===== config.mk =====
export PLATFORM = sky130hd
export DESIGN_NAME = regfile_mp_sb
export DESIGN_NICKNAME = d
export VERILOG_FILES = /design/src/rtl/regfile_mp_sb.sv
export SDC_FILE = /design/constraint.sdc
export NUM_CORES = 2
export LEC_CHECK = 0
export ABC_AREA = 0
export CAP_MARGIN = 20
export CORE_MARGIN = 8
export CORE_UTILIZATION = 40
export CTS_BUF_LIST = sky130_fd_sc_hd__clkbuf_2
export DETAILED_ROUTE_END_ITERATION = 6
export GPL_ROUTABILITY_DRIVEN = 0
export PLACE_DENSITY = 0.67
export SLEW_MARGIN = 15
export SYNTH_ARGS = -nofsm -noshare
export SYNTH_HDL_FRONTEND = slang
export SYNTH_SLANG_ARGS = --single-unit
export TNS_END_PERCENT = 5

===== constraint.sdc =====
create_clock -name clk -period 60 [get_ports clk]
set_clock_uncertainty 0.1 [all_clocks]
set_input_delay 15 -clock clk [delete_from_list [all_inputs] [get_ports clk]]
set_output_delay 15 -clock clk [all_outputs]
set_load 0.02 [all_outputs]

===== src/rtl/regfile_mp_sb.sv =====
// regfile_mp_sb: multi-read-port integer register file with per-register busy scoreboard
//   clk      - clock, all state updates on the rising edge
//   rst      - asynchronous active-high reset; clears registers, scoreboard and read outputs
//   rd_en    - per-port read enable (NRD bits)
//   rd_addr  - packed read addresses, port i at [i*AW +: AW]
//   rd_data  - packed registered read data, port i at [i*XLEN +: XLEN]
//   rd_busy  - registered busy flag of the register read on each port
//   wr_en, wr_addr, wr_data - writeback; clears the busy bit of the written register
//   iss_en, iss_addr        - issue; marks the destination register busy
//   flush    - clears every busy bit, overriding issue that cycle
//   busy_vec - live scoreboard state, bit n = register n busy
// Macro REGFILE_BYPASS_EN selects write-first reads (wr_data and post-update busy);
// when undefined, reads are read-first (old data and pre-update busy).
module regfile_mp_sb #(
   parameter int XLEN = 32,
   parameter int NREGS = 32,
   parameter int NRD = 2,
   localparam int AW = $clog2(NREGS)
) (
   input  logic                clk,
   input  logic                rst,
   input  logic [NRD-1:0]      rd_en,
   input  logic [NRD*AW-1:0]   rd_addr,
   output logic [NRD*XLEN-1:0] rd_data,
   output logic [NRD-1:0]      rd_busy,
   input  logic                wr_en,
   input  logic [AW-1:0]       wr_addr,
   input  logic [XLEN-1:0]     wr_data,
   input  logic                iss_en,
   input  logic [AW-1:0]       iss_addr,
   input  logic                flush,
   output logic [NREGS-1:0]    busy_vec
);
   logic [XLEN-1:0]  regs_q [NREGS];
   logic [NREGS-1:0] busy_q, busy_d;
   assign busy_vec = busy_q;
   // issue is applied after writeback so a same-edge new producer keeps the register busy
   always_comb begin
      busy_d = busy_q;
      if (flush) busy_d = '0;
      else begin
         if (wr_en) busy_d[wr_addr] = 1'b0;
         if (iss_en) busy_d[iss_addr] = 1'b1;
      end
      busy_d[0] = 1'b0;
   end
   always_ff @(posedge clk or posedge rst) begin
      if (rst) begin
         for (int n = 0; n < NREGS; n++) regs_q[n] <= '0;
         busy_q <= '0;
      end else begin
         if (wr_en && wr_addr != '0) regs_q[wr_addr] <= wr_data;
         busy_q <= busy_d;
      end
   end
   for (genvar i = 0; i < NRD; i++) begin : g_rd
      logic [AW-1:0]   a;
      logic [XLEN-1:0] d_d, d_q;
      logic            b_d, b_q;
      assign a = rd_addr[i*AW +: AW];
`ifdef REGFILE_BYPASS_EN
      assign d_d = (wr_en && wr_addr == a && a != '0) ? wr_data : regs_q[a];
      assign b_d = busy_d[a];
`else
      assign d_d = regs_q[a];
      assign b_d = busy_q[a];
`endif
      always_ff @(posedge clk or posedge rst) begin
         if (rst) begin
            d_q <= '0;
            b_q <= 1'b0;
         end else if (rd_en[i]) begin
            d_q <= d_d;
            b_q <= b_d;
         end
      end
      assign rd_data[i*XLEN +: XLEN] = d_q;
      assign rd_busy[i] = b_q;
   end
endmodule


==> impl_metrics.json <==
{
  "worst-setup-path-type": "flop to output port",
  "crit_fanout": 2,
  "cts_root_buf": "clkbuf_2",
  "synthArstFlopShare_pct": 100.0,
  "setup_violations": 0,
  "dp_hpwl_mm": 106.7,
  "drtIter0Drc": 4009,
  "vdd_ir_drop_max_v": 0.00002031,
  "yosysMostFrequentCell": "dfrtp_1",
  "cts_buffer_depth": 4,
  "avgSynthCellArea_um2": 14.00,
  "hp-class": "flop to flop",
  "synth_top_area_share_pct": 47.86,
  "cpLargestDelayFamily": "buffers and inverters",
  "start_kind": "flop",
  "yosysWarnings": 0,
  "cpPeakStageDelay_ps": 730,
  "timing.rr.end": "g_rd[1].d_q[0]",
  "syn_nets": 4246,
  "synth_commonest_cells": "dfrtp_1 (1,121), mux2_2 (978), mux2i_1 (489), mux4_2 (296), a22oi_1 (240)",
  "end_kind": "output port",
  "cts_buffers": 301,
  "start_util_pct": 40.26,
  "antenna_found_initial": 17,
  "fmax_mhz": 55.36,
  "rsz0062_at_grt": "false",
  "netlist_area_um2": 58610,
  "die-area_um2": 159000,
  "maxCapViolations": 0,
  "arrival_ps": 2960,
  "cts_resized": 0,
  "wl_per_cell_um": 30.90,
  "synth_edf_count": 0,
  "ios": 157,
  "startpoint": "g_rd[0].d_q[12]",
  "period_share_pct": 30.11,
  "synthFlopType": "dfrtp_1",
  "htreeDepth": 5,
  "nNetsFinal": 4360,
  "finalWorstPathRequiredPeriod_ps": 18060,
  "worstHoldStart": "regs_q[1011]",
  "r2r_slack_ps": 57990,
  "tns_ps": 0,
  "n_fill_cell": 13197,
  "grt-ovfl-total": 0,
  "grt_pass1_wl_mm": 286.4,
  "coreArea_um2": 145600,
  "dr.pass1.iters": 5,
  "syn_inst": 4187,
  "cp_slowest_cell": "clkdlybuf4s50_1",
  "power_density_nw_per_um2": 29.75,
  "hold-path-endpoint": "regs_q[1011]",
  "synth_seq_cells": 1121,
  "drive_gt1_share_pct": 42.64,
  "rows": 140,
  "synth_cell_types": 45,
  "worstRegToRegCells": 4,
  "required_ps": 44900,
  "clock-sinks": 1121,
  "worst_slew_pin_slew_ps": 1183,
  "post_cts_buffers": 0,
  "drt.antenna.violating_nets": 0,
  "io_buffers": 155,
  "final-hold-violation-count": 0,
  "dp.cells": 5902,
  "grt_use_total_pct": 24.38,
  "clk_latency_ps": 1610,
  "clk_pin_slew_ps": 90,
  "power.leakage_nw": 28.38,
  "vias": 40084,
  "r2r_start": "regs_q[352]",
  "cts_tree": "done",
  "synth_top_area_cell": "dfrtp_1",
  "status": "completed",
  "maxSlewViolCount": 0,
  "hold_buffers": 0,
  "max_slew_margin_pct": 21.00,
  "grt_max_degree": 183,
  "ys_top_cells_by_area": "dfrtp_1 (48%), mux2_2 (19%), mux4_2 (11%), mux2i_1 (8.4%), a22oi_1 (3.1%)",
  "layoutNonFillerInstCount": 6383,
  "area_delta_synth_final_pct": 8.979,
  "die_w_um": 398.8,
  "drt-total-wl_mm": 197.3,
  "worstPathCellList": "clkdlybuf4s50_1",
  "min_path_cells": 0,
  "seq_area_frac_synth_pct": 47.86,
  "drc_errors": 0,
  "grt_pass1_vias": 40792,
  "via_per_inst": 6.280,
  "cp_num_buf_inv": 1,
  "die_h_um": 398.8
}
## metrics by stage
stage	instance area, um2	hold WS, ps	worst slack, ps	power, mW	util, %
3_5_place_dp	61400	286.5	41100	1.407	42.18
2_1_floorplan	58610	345.1	13330	1.289	-
5_1_grt	63860	318.9	41820	1.997	43.87
3_3_place_gp	61400	280.6	41100	1.391	42.18
4_1_cts	63680	308.5	41750	1.908	43.75
6_report	63870	305.4	41940	1.900	43.88
## flip-flops by register name, indices dropped and copies added, names as in the netlist
name and cells:
regs_q 1024, g_rd.d_q 64, g_rd.b_q 2, busy_vec 31
## kinds of logic after synthesis
family / share of synthesized area (%)
buffers and inverters: 3.986
DFF: 47.86
other: 0.006399
AOI/OAI and AO/OA: 6.087
muxes: 38.81
and+or+nand+nor: 3.251
## placed cells by master, fill, tap and decap left out, types with 5 or more instances in the layout
cell             instances
a2111oi_0                7
a211oi_1                55
a21oi_1                 32
a22oi_1                240
and2_1                  25
and3b_1                  5
buf_12                   5
buf_2                    7
buf_4                   95
buf_8                   15
clkbuf_2               418
clkdlybuf4s50_1        143
clkinv_1                35
dfrtp_1               1121
diode_2                  8
inv_1                   10
inv_2                    6
mux2_1                  15
mux2_2                 978
mux2i_1                489
mux4_2                 296
nand2_1                 94
nand2_2                 19
nand3_1                  5
nand3b_1                 6
nand4_1                 64
nor2_1                  45
nor2_4                  16
nor2b_1                 38
nor3b_1                  8
nor4b_4                  6
nor4bb_4                 5
o21ai_0                 16
o22ai_1                 48
o32ai_1                  9
o41ai_1                 33
o41ai_2                 22
## report_power, final
| group | switching [mW] | leakage, nW | internal (mW) | total, mW |
|---|---|---|---|---|
| combinational | 0.172 | 12.1 | 0.228 | 0.400 |
| sequential | 0.106 | 14.4 | 0.892 | 0.998 |
| clock | 0.315 | 1.83 | 0.186 | 0.501 |
| total | 0.593 | 28.4 | 1.31 | 1.90 |
## per-layer routing
metal	vias up	track usage, %	share of wire [%]
met3	482	6.047	8.3
met1	21325	32.57	41
met2	1967	37.36	46
met4	10	11.35	4.6
li1	16300	-	-
met5	-	0	0.038
## worst max-delay path by stage
stage                           end  slack (ps)  cells after the start
global route            rd_data[12]       41820                      1
floorplan              busy_vec[10]       13330                      1
global placement    g_rd[1].d_q[17]       41100                      7
detailed placement  g_rd[1].d_q[17]       41100                      7
CTS                     rd_data[12]       41750                      1
finish                  rd_data[12]       41940                      1
## cell type report
class | count | area, um2 | share of cell area [%]
antenna | 8 | 20.02 | 0.03134
clock buffer | 417 | 2087 | 3.268
clock inverter | 43 | 191.4 | 0.2997
inverter | 14 | 62.56 | 0.09795
multi-input combinational | 2596 | 28540 | 44.68
sequential | 1121 | 28050 | 43.92
tap | 1917 | 2399 | 3.755
timing repair buffer | 267 | 2521 | 3.947
Power figures use the tool's default switching activity.
